<file path="src/rtl/ddr3_phy_pkg.sv">
// Shared DDR3 PHY lane definitions: DQS tracking FSM states and delay-line direction codes.
package ddr3_phy_pkg;

  typedef enum logic [2:0] {
    ST_IDLE,
    ST_LOAD,
    ST_CLEAR,
    ST_SETTLE,
    ST_SAMPLE,
    ST_DECIDE,
    ST_MOVE,
    ST_HALT
  } dqs_trk_state_t;

  localparam logic DLY_INC = 1'b1;
  localparam logic DLY_DEC = 1'b0;

endpackage

</file>
<file path="src/rtl/ddr3_eye_vote_cnt.sv">
// Eye-monitor vote window: counts EARLY-only and LATE-only samples over VOTE_N cycles
// and reports whether either side leads the other by at least VOTE_THR.
module ddr3_eye_vote_cnt
  import ddr3_phy_pkg::*;
#(
  parameter int VOTE_N   = 16,
  parameter int VOTE_THR = 4
) (
  input  logic clk,
  input  logic rst_n,
  input  logic clr,
  input  logic en,
  input  logic early,
  input  logic late,
  output logic vote_up,
  output logic vote_dn,
  output logic vote_done
);

  localparam int CNT_W = $clog2(VOTE_N + 1);

  logic [CNT_W-1:0] early_cnt;
  logic [CNT_W-1:0] late_cnt;
  logic [CNT_W-1:0] smp_cnt;
  logic [CNT_W:0]   early_x;
  logic [CNT_W:0]   late_x;
  logic [CNT_W:0]   thr_x;

  // Window counters; a sample with both or neither flag set is a non-vote.
  always_ff @(posedge clk) begin
    if (!rst_n || clr) begin
      early_cnt <= '0;
      late_cnt  <= '0;
      smp_cnt   <= '0;
    end else if (en) begin
      smp_cnt <= smp_cnt + CNT_W'(1);
      if (early && !late)
        early_cnt <= early_cnt + CNT_W'(1);
      else if (late && !early)
        late_cnt <= late_cnt + CNT_W'(1);
    end
  end

  // Margin compare one bit wider than the counters so the threshold add cannot wrap.
  assign early_x   = {1'b0, early_cnt};
  assign late_x    = {1'b0, late_cnt};
  assign thr_x     = (CNT_W + 1)'(VOTE_THR);
  assign vote_up   = early_x >= (late_x + thr_x);
  assign vote_dn   = late_x >= (early_x + thr_x);
  // High during the last sample cycle so the FSM reaches DECIDE with the full window counted.
  assign vote_done = en && (smp_cnt == CNT_W'(VOTE_N - 1));

endmodule

</file>
<file path="src/rtl/ddr3_dqs_dly_track.sv">
// Read-DQS delay tracking for one DDR3 lane: votes eye-monitor flags over a window and
// steps the IOD RX delay line one tap per decision, tracking the tap estimate locally.
module ddr3_dqs_dly_track
  import ddr3_phy_pkg::*;
#(
  parameter int TAP_W      = 8,
  parameter int MAX_TAP    = 127,
  parameter int INIT_TAP   = 1,
  parameter int VOTE_N     = 16,
  parameter int VOTE_THR   = 4,
  parameter int SETTLE_CYC = 8,
  parameter int LOCK_N     = 4
) (
  input  logic             FAB_CLK,
  input  logic             RESET_N,
  input  logic             TRACK_EN,
  input  logic             LOAD_REQ,
  input  logic             EYE_MONITOR_EARLY,
  input  logic             EYE_MONITOR_LATE,
  input  logic             DELAY_LINE_OUT_OF_RANGE,
  output logic             EYE_MONITOR_CLEAR_FLAGS,
  output logic             DELAY_LINE_MOVE,
  output logic             DELAY_LINE_DIRECTION,
  output logic             DELAY_LINE_LOAD,
  output logic [TAP_W-1:0] TAP_COUNT,
  output logic             LOCKED,
  output logic             AT_LIMIT,
  output logic             ERROR
);

  localparam int SET_W = $clog2(SETTLE_CYC + 1);
  localparam int LCK_W = $clog2(LOCK_N + 1);

  dqs_trk_state_t   state;
  logic [SET_W-1:0] settle_cnt;
  logic [LCK_W-1:0] lock_cnt;
  logic [LCK_W-1:0] lock_nxt;
  logic             vote_up;
  logic             vote_dn;
  logic             vote_done;
  logic             go_up;
  logic             go_dn;

  ddr3_eye_vote_cnt #(
    .VOTE_N   (VOTE_N),
    .VOTE_THR (VOTE_THR)
  ) u_vote (
    .clk       (FAB_CLK),
    .rst_n     (RESET_N),
    .clr       (state == ST_CLEAR),
    .en        (state == ST_SAMPLE),
    .early     (EYE_MONITOR_EARLY),
    .late      (EYE_MONITOR_LATE),
    .vote_up   (vote_up),
    .vote_dn   (vote_dn),
    .vote_done (vote_done)
  );

  // A vote toward an end stop is suppressed rather than stepping past the legal range.
  assign go_up    = vote_up && (TAP_COUNT != TAP_W'(MAX_TAP));
  assign go_dn    = vote_dn && (TAP_COUNT != '0);
  assign lock_nxt = (lock_cnt == LCK_W'(LOCK_N)) ? lock_cnt : lock_cnt + LCK_W'(1);

  // Tracking FSM; every IOD control is a registered output. DIRECTION is set leaving
  // DECIDE and the MOVE pulse follows one cycle later, so direction always leads the move.
  always_ff @(posedge FAB_CLK) begin
    if (!RESET_N) begin
      state                   <= ST_IDLE;
      settle_cnt              <= '0;
      lock_cnt                <= '0;
      EYE_MONITOR_CLEAR_FLAGS <= 1'b0;
      DELAY_LINE_MOVE         <= 1'b0;
      DELAY_LINE_DIRECTION    <= 1'b0;
      DELAY_LINE_LOAD         <= 1'b0;
      TAP_COUNT               <= TAP_W'(INIT_TAP);
      LOCKED                  <= 1'b0;
      AT_LIMIT                <= 1'b0;
      ERROR                   <= 1'b0;
    end else begin
      EYE_MONITOR_CLEAR_FLAGS <= 1'b0;
      DELAY_LINE_MOVE         <= 1'b0;
      DELAY_LINE_LOAD         <= 1'b0;
      if (LOAD_REQ) begin
        state           <= ST_LOAD;
        DELAY_LINE_LOAD <= 1'b1;
        TAP_COUNT       <= TAP_W'(INIT_TAP);
        LOCKED          <= 1'b0;
        AT_LIMIT        <= 1'b0;
        ERROR           <= 1'b0;
        lock_cnt        <= '0;
      end else if (DELAY_LINE_OUT_OF_RANGE && (state != ST_LOAD)) begin
        ERROR <= 1'b1;
        state <= ST_HALT;
      end else begin
        case (state)
          ST_IDLE: begin
            if (TRACK_EN && !ERROR) begin
              state                   <= ST_CLEAR;
              EYE_MONITOR_CLEAR_FLAGS <= 1'b1;
            end
          end
          ST_LOAD: state <= ST_IDLE;
          ST_CLEAR: begin
            if (!TRACK_EN) begin
              state <= ST_IDLE;
            end else begin
              state      <= ST_SETTLE;
              settle_cnt <= '0;
            end
          end
          ST_SETTLE: begin
            if (!TRACK_EN)
              state <= ST_IDLE;
            else if (settle_cnt == SET_W'(SETTLE_CYC - 1))
              state <= ST_SAMPLE;
            else
              settle_cnt <= settle_cnt + SET_W'(1);
          end
          ST_SAMPLE: begin
            if (!TRACK_EN)
              state <= ST_IDLE;
            else if (vote_done)
              state <= ST_DECIDE;
          end
          ST_DECIDE: begin
            if (go_up || go_dn) begin
              DELAY_LINE_DIRECTION <= go_up ? DLY_INC : DLY_DEC;
              state                <= ST_MOVE;
            end else begin
              if (vote_up || vote_dn)
                AT_LIMIT <= 1'b1;
              lock_cnt <= lock_nxt;
              LOCKED   <= (lock_nxt == LCK_W'(LOCK_N));
              if (TRACK_EN) begin
                state                   <= ST_CLEAR;
                EYE_MONITOR_CLEAR_FLAGS <= 1'b1;
              end else begin
                state <= ST_IDLE;
              end
            end
          end
          ST_MOVE: begin
            DELAY_LINE_MOVE <= 1'b1;
            TAP_COUNT       <= (DELAY_LINE_DIRECTION == DLY_INC) ? TAP_COUNT + TAP_W'(1)
                                                                 : TAP_COUNT - TAP_W'(1);
            lock_cnt        <= '0;
            LOCKED          <= 1'b0;
            if (TRACK_EN) begin
              state                   <= ST_CLEAR;
              EYE_MONITOR_CLEAR_FLAGS <= 1'b1;
            end else begin
              state <= ST_IDLE;
            end
          end
          ST_HALT: state <= ST_HALT;
          default: state <= ST_IDLE;
        endcase
      end
    end
  end

endmodule

</file>
<file path="config.mk">
export PLATFORM = sky130hd
export DESIGN_NAME = ddr3_dqs_dly_track
export DESIGN_NICKNAME = d
export VERILOG_FILES = /design/src/rtl/ddr3_phy_pkg.sv /design/src/rtl/ddr3_eye_vote_cnt.sv /design/src/rtl/ddr3_dqs_dly_track.sv
export SDC_FILE = /design/constraint.sdc
export NUM_CORES = 1
export LEC_CHECK = 0
export BUFFER_PORTS_ARGS = -buffer_cell sky130_fd_sc_hd__buf_2
export CAP_MARGIN = 30
export CORE_UTILIZATION = 32
export CTS_CLUSTER_DIAMETER = 60
export DETAILED_ROUTE_END_ITERATION = 8
export HOLD_SLACK_MARGIN = 0.12
export PLACE_DENSITY_LB_ADDON = 0.05
export SYNTH_ARGS = -nofsm -noshare
export SYNTH_HDL_FRONTEND = slang
export SYNTH_SLANG_ARGS = --single-unit
</file>
<file path="constraint.sdc">
create_clock -name FAB_CLK -period 5 [get_ports FAB_CLK]
set_input_delay 0.5 -clock FAB_CLK [delete_from_list [all_inputs] [get_ports FAB_CLK]]
set_output_delay 0.5 -clock FAB_CLK [all_outputs]
set_load 0.05 [all_outputs]
</file>
## Word-level counts from Yosys, hierarchy flattened

Cells that the tools add are included.

| storage, ports and cells | value |
|---|---|
| bits in registers | 40 |
| latch bits | 0 |
| RAM bits | 0 |
| memory bits (read-only) | 0 |
| input bits | 7 |
| output and inout bits | 15 |
| word-level logic and storage cells | 111 |
| memories kept | 0 |

| operators by class | value |
|---|---|
| add/sub/neg operators | 9 |
| $mul | 0 |
| div/mod/pow operators | 0 |
| magnitude comparators | 2 |
| equality and inequality tests | 23 |
| shift-type cells | 0 |
| mux-type cells | 28 |
| bitwise operators | 5 |
| reduce and logical (&&, ||, !) cells | 29 |

Operators with widths:

| cell | count |
|---|---|
| 3-bit two-way mux | 9 |
| 3-bit case mux with 8 select lines | 1 |
| 3-bit == test (second input constant) | 6 |
| 5-bit by 1-bit adder with 5-bit output (second input constant) | 3 |
| 5-bit by 3-bit adder with 6-bit output (second input constant) | 2 |
| 5-bit by 6-bit greater-or-equal comparator with 1-bit output | 2 |
| 4-bit two-way mux | 3 |
| 4-bit inequality test (second input constant) | 3 |
| 3-bit AND reduction | 4 |
| 5-bit inequality test (second input constant) | 2 |
| 8-bit by 1-bit adder with 8-bit output (second input constant) | 1 |
| 1-bit two-way mux | 8 |
| 8-bit two-way mux | 1 |
| 2-bit inequality test (second input constant) | 4 |
| 8-bit by 7-bit inequality test with 1-bit output (second input constant) | 1 |
| 4-bit case mux with 2 select lines | 1 |
| 4-bit AND reduction | 2 |
| 8-bit nonzero test | 1 |
| 8-bit by 1-bit subtractor with 8-bit output (second input constant) | 1 |
| 1-bit logical AND | 7 |
| 3-bit by 2-bit == test with 1-bit output (second input constant) | 2 |
| 3-bit case mux with 2 select lines | 1 |
| 6-bit AND reduction | 1 |
| 5-bit by 4-bit == test with 1-bit output (second input constant) | 1 |
| 17 further kinds | 29 |

## Depth between registers and ports, before layout

| depth | value |
|---|---|
| depth after elaboration | 8 |
| mapped depth | 9 |

## Modules after synthesis

A second synthesis with hierarchy kept.

| unflattened totals | value |
|---|---|
| cells, all modules | 315 |
| area, all modules | 2647.5 µm² |

Modules (own cells, without submodules):

| module | instances | cells an instance | area each (µm²) |
|---|---|---|---|
| ddr3_dqs_dly_track | 1 | 211 | 1712.9 |
| ddr3_eye_vote_cnt | 1 | 104 | 934.6 |

## Least setup slack after synthesis

OpenSTA, ideal clock, no wires.

| timing path | value |
|---|---|
| kind | register to register |
| start | register u_vote.late_cnt[2] |
| end | register LOCKED |
| arrival time | 2.419 ns |
| data required time | 4.930 ns |
| setup slack | 2.510 ns |
| cell stages (with the launch flop) | 10 |
| path buffers | 0 |
| cell sequence | dfxtp_1 -> ha_1 -> xnor2_1 -> ha_1 -> or4_1 -> a21oi_1 -> nor4bb_1 -> a21o_4 -> or4_1 -> a21oi_1 |

| between the ends | value |
|---|---|
| longest elaborated chain between the ends | 6 |

Ends and longest elaborated chain:

| item | RTL line | text |
|---|---|---|
| from (decl) | ddr3_eye_vote_cnt.sv:23 | `logic [CNT_W-1:0] late_cnt;` |
| from (signal assigned) | ddr3_eye_vote_cnt.sv:40 | `late_cnt <= late_cnt + CNT_W'(1);` |
| 5-bit by 3-bit adder with 6-bit output | ddr3_eye_vote_cnt.sv:48 | `assign vote_up = early_x >= (late_x + thr_x);` |
| 5-bit by 6-bit greater-or-equal comparator with 1-bit output | ddr3_eye_vote_cnt.sv:48 |  |
| 1-bit logical AND | ddr3_dqs_dly_track.sv:60 | `assign go_up = vote_up && (TAP_COUNT != TAP_W'(MAX_TAP));` |
| 1-bit logical OR * | ddr3_dqs_dly_track.sv:126 | `if (go_up \|\| go_dn) begin` |
| 2-bit inequality test (no source line) * | -- |  |
| 3-bit AND reduction (no source line) * | -- |  |
| to (signal assigned) | ddr3_dqs_dly_track.sv:133 | `LOCKED <= (lock_nxt == LCK_W'(LOCK_N));` |
| to (decl) | ddr3_dqs_dly_track.sv:26 | `output logic LOCKED,` |

Every way passes the cells marked *; elsewhere a longest branch is shown, timed or not.
A chain may end at the register's enable or synchronous reset.

## Final worst setup path

Ends and elaborated chain as after synthesis.

==> results.ini <==
[grt]
grt_max_degree = 18
grt-ovfl-total = 0
grt_pass1_vias = 2023
grt_use_total_pct = 15.8
antenna_found_initial = 0
grt_pass1_wl_um = 9560

[logic_synthesis]
synth_ff_type = dfxtp_1
synth_top_area_cell = dfxtp_1
ys_seq_elements = 40
synthAdderAreaFrac_pct = 13.1
synthTopCellsByCount = nor2_1 (45), dfxtp_1 (40), nand2_1 (25)
syn_inst = 296
netlist_area_sq_um = 2440
synth_top_family_by_area = simple AND/OR/NAND/NOR gates
yosysWarnings = 0
netlist_top_cells_area = dfxtp_1 (33%), ha_1 (12%), nor2_1 (6.9%)
muxShareOfSynthArea_pct = 2.51
yosys.cell_count.top_type = nor2_1
synthArstFlopShare_pct = 0
synth_edf_count = 0
synth_cell_types = 47
yosys.area.top_type_share_pct = 32.8
yosys.area_share.xor_xnor_pct = 7.17
syn_nets = 328
avgSynthCellArea_sq_um = 8.26
synth-compound-area-share_pct = 16.8
synthSimpleGateAreaFrac_pct = 23.8
ys_seq_area_share_pct = 32.8

[placement]
dp.cells = 409
io_buffers = 21
gp_congestion = 0.783
placed_area_sq_um = 2650
dp_hpwl_um = 4110

[die]
boundaryPins = 22
core_area_sq_um = 7330
fp-row-count = 31
initial_core_util_pct = 33.3
die_area_sq_um = 7990
die_y_um = 89.4
die_w_um = 89.4

[sta]
worst_pin_slew_ps = 775
slew_headroom_pct = 48.2
finClkSkew_ps = 5.98
hold_violations = 0
rsz0062_at_grt = false
fin_crit_sh_pct = 52.8
finalMaxSlewViolations = 0
holdWs_ps = 468
setup_viol = 0
period_needed_ps = 2640
final.setup.tns_ps = 0
fmax_mhz = 379

[finish]
post_route_cells_drive_above_1_share_pct = 10.4
fin_cells = 416
fin_nets = 349
fin_area_sq_um = 2730
fill_cells = 767
diodes = 0
synthToLayoutAreaGrowth_pct = 11.6

[power]
leakagePower_nw = 1.05
ir_drop_v = 0.0000834
cellPowerDensity_nw_per_um2 = 218

[setup_path]
critPathTopFamily = simple AND/OR/NAND/NOR gates
ff2ff_path_depth = 9
slowest_delay_ps = 500
worstPathCellList = ha_1 -> xnor2_1 -> ha_1 -> or4_1 -> a21oi_1 -> nor4bb_1 -> a21o_4 -> or4_1 -> a21oi_1
crit_required_ps = 5220
timing.rr.end = LOCKED
worstSetupPathType = reg -> reg
cp_num_buf_inv = 0
crit_path_end_kind = flip-flop
crit_path_start_kind = flip-flop
worst_ep_arrival_time_ps = 2860
worst-path-max-fanout = 8
cp_slowest_cell = or4_1
regToRegSetupSlack_ps = 2360
reg2reg_from = u_vote.late_cnt[2]

[clock_tree]
clock_latency_ps = 300
post_cts_resized = 0
numCtsBuffers = 5
cts_htree_levels = 2
clock-root-buffer = clkbuf_8
path_clk_slew_ps = 80
cts.path.max_buffers = 2
clkSinkCount = 40
cts_hold_buf = 0
cts_tree = yes
cts_setup_buffers = 0

[drt]
drtIter0Drc = 90
dr_total_vias = 2087
wl_per_cell_um = 13.3
drc = 0
routed_wl_um = 5540
antenna_left = 0
drt_pass1_iterations = 4
vias_per_cell = 5.02

[worst_hold_path]
holdPathStages = 2
hold_path_class = in -> reg
hp-start = LOAD_REQ
holdPathEnd = DELAY_LINE_LOAD

[run_status]
status = finished clean

[job]
maxCapViolCount = 0

==> cell families after synthesis <==
family / after synthesis
AOI/OAI and AO/OA: 62
xor gates and xnor gates: 20
adders and majority gates: 25
buffers and inverters: 25
DFF: 40
muxes: 6
and+or+nand+nor: 118
==> per-layer routing <==
metal	global-route usage, %	wire length, um	up-vias
met1	20.7	2750	940
met5	0	0	-
li1	-	-	1102
met4	6.06	102	0
met3	2.86	211	12
met2	25.6	2480	33
==> flip-flops by register name (all words and copies together) (netlist names) <==
register,cells
AT_LIMIT,1
DELAY_LINE_DIRECTION,1
DELAY_LINE_LOAD,1
DELAY_LINE_MOVE,1
ERROR,1
EYE_MONITOR_CLEAR_FLAGS,1
LOCKED,1
TAP_COUNT,8
lock_cnt,3
settle_cnt,4
state,3
u_vote.early_cnt,5
u_vote.late_cnt,5
u_vote.smp_cnt,5
==> area by class of cell <==
cell class | instances | area [sq um] | share of cell area (%)
inverter | 17 | 63.8 | 2.34
timing repair buffer | 22 | 113 | 4.13
clock buffer | 6 | 72.6 | 2.66
sequential | 40 | 801 | 29.4
multi-input combinational | 231 | 1550 | 56.8
tap | 99 | 124 | 4.54
clock inverter | 1 | 5.00 | 0.183
==> stage by stage <==
stage                     utilization, %  total power, W  worst slack [ps]
after floorplan                        -        0.000378              2510
after global placement              36.0        0.000395              2390
after detailed placement            36.1        0.000395              2360
after CTS                           37.2        0.000608              2350
after global routing                37.2        0.000626              2120
final                               37.2        0.000595              2360
==> placed cells by master (no fill, tap or decap), types with 3 or more instances in the layout <==
cell type   n
o21ai_0     9
nor3_1      4
a31oi_1     4
nand2_1    25
nand4_1     5
clkbuf_8    5
a21oi_1    21
dfxtp_1    40
o211ai_1    4
a2111oi_0   3
xnor2_1    10
nand3_1     7
nand4b_1    3
nand3b_1    3
nor2_1     45
or3_1       4
mux2i_1     5
o31ai_1     3
inv_1      17
buf_2      21
nor3b_1     3
or4_1       3
nand2b_1    6
xor2_1     10
ha_1       24
==> power by group <==
group	leakage, nW	total (W)	switching [W]	internal [W]
registers	0.323	0.000333	0.0000102	0.000323
clock network	0.0410	0.000207	0.000112	0.0000950
logic	0.688	0.0000543	0.0000356	0.0000188
total	1.05	0.000595	0.000158	0.000437
==> worst max path at each step <==
| stage | startpoint | to | slack [ps] | depth (start not counted) |
|---|---|---|---|---|
| 2_1_floorplan | u_vote.late_cnt[2] | LOCKED | 2510 | 9 |
| 3_3_place_gp | u_vote.late_cnt[2] | LOCKED | 2390 | 9 |
| 3_5_place_dp | u_vote.late_cnt[2] | LOCKED | 2360 | 9 |
| 4_1_cts | u_vote.late_cnt[2] | EYE_MONITOR_CLEAR_FLAGS | 2350 | 9 |
| 5_1_grt | u_vote.late_cnt[2] | EYE_MONITOR_CLEAR_FLAGS | 2120 | 9 |
| 6_report | u_vote.late_cnt[2] | LOCKED | 2360 | 9 |
==> worst reg2reg max path, stage by stage (launching register included) <==
cell      delay, ps
dfxtp_1         360
ha_1            240
xnor2_1         130
ha_1            200
or4_1           490
a21oi_1         180
nor4bb_1        120
a21o_4          230
or4_1           500
a21oi_1         120
Note: power is estimated with default switching activity, not from simulation.
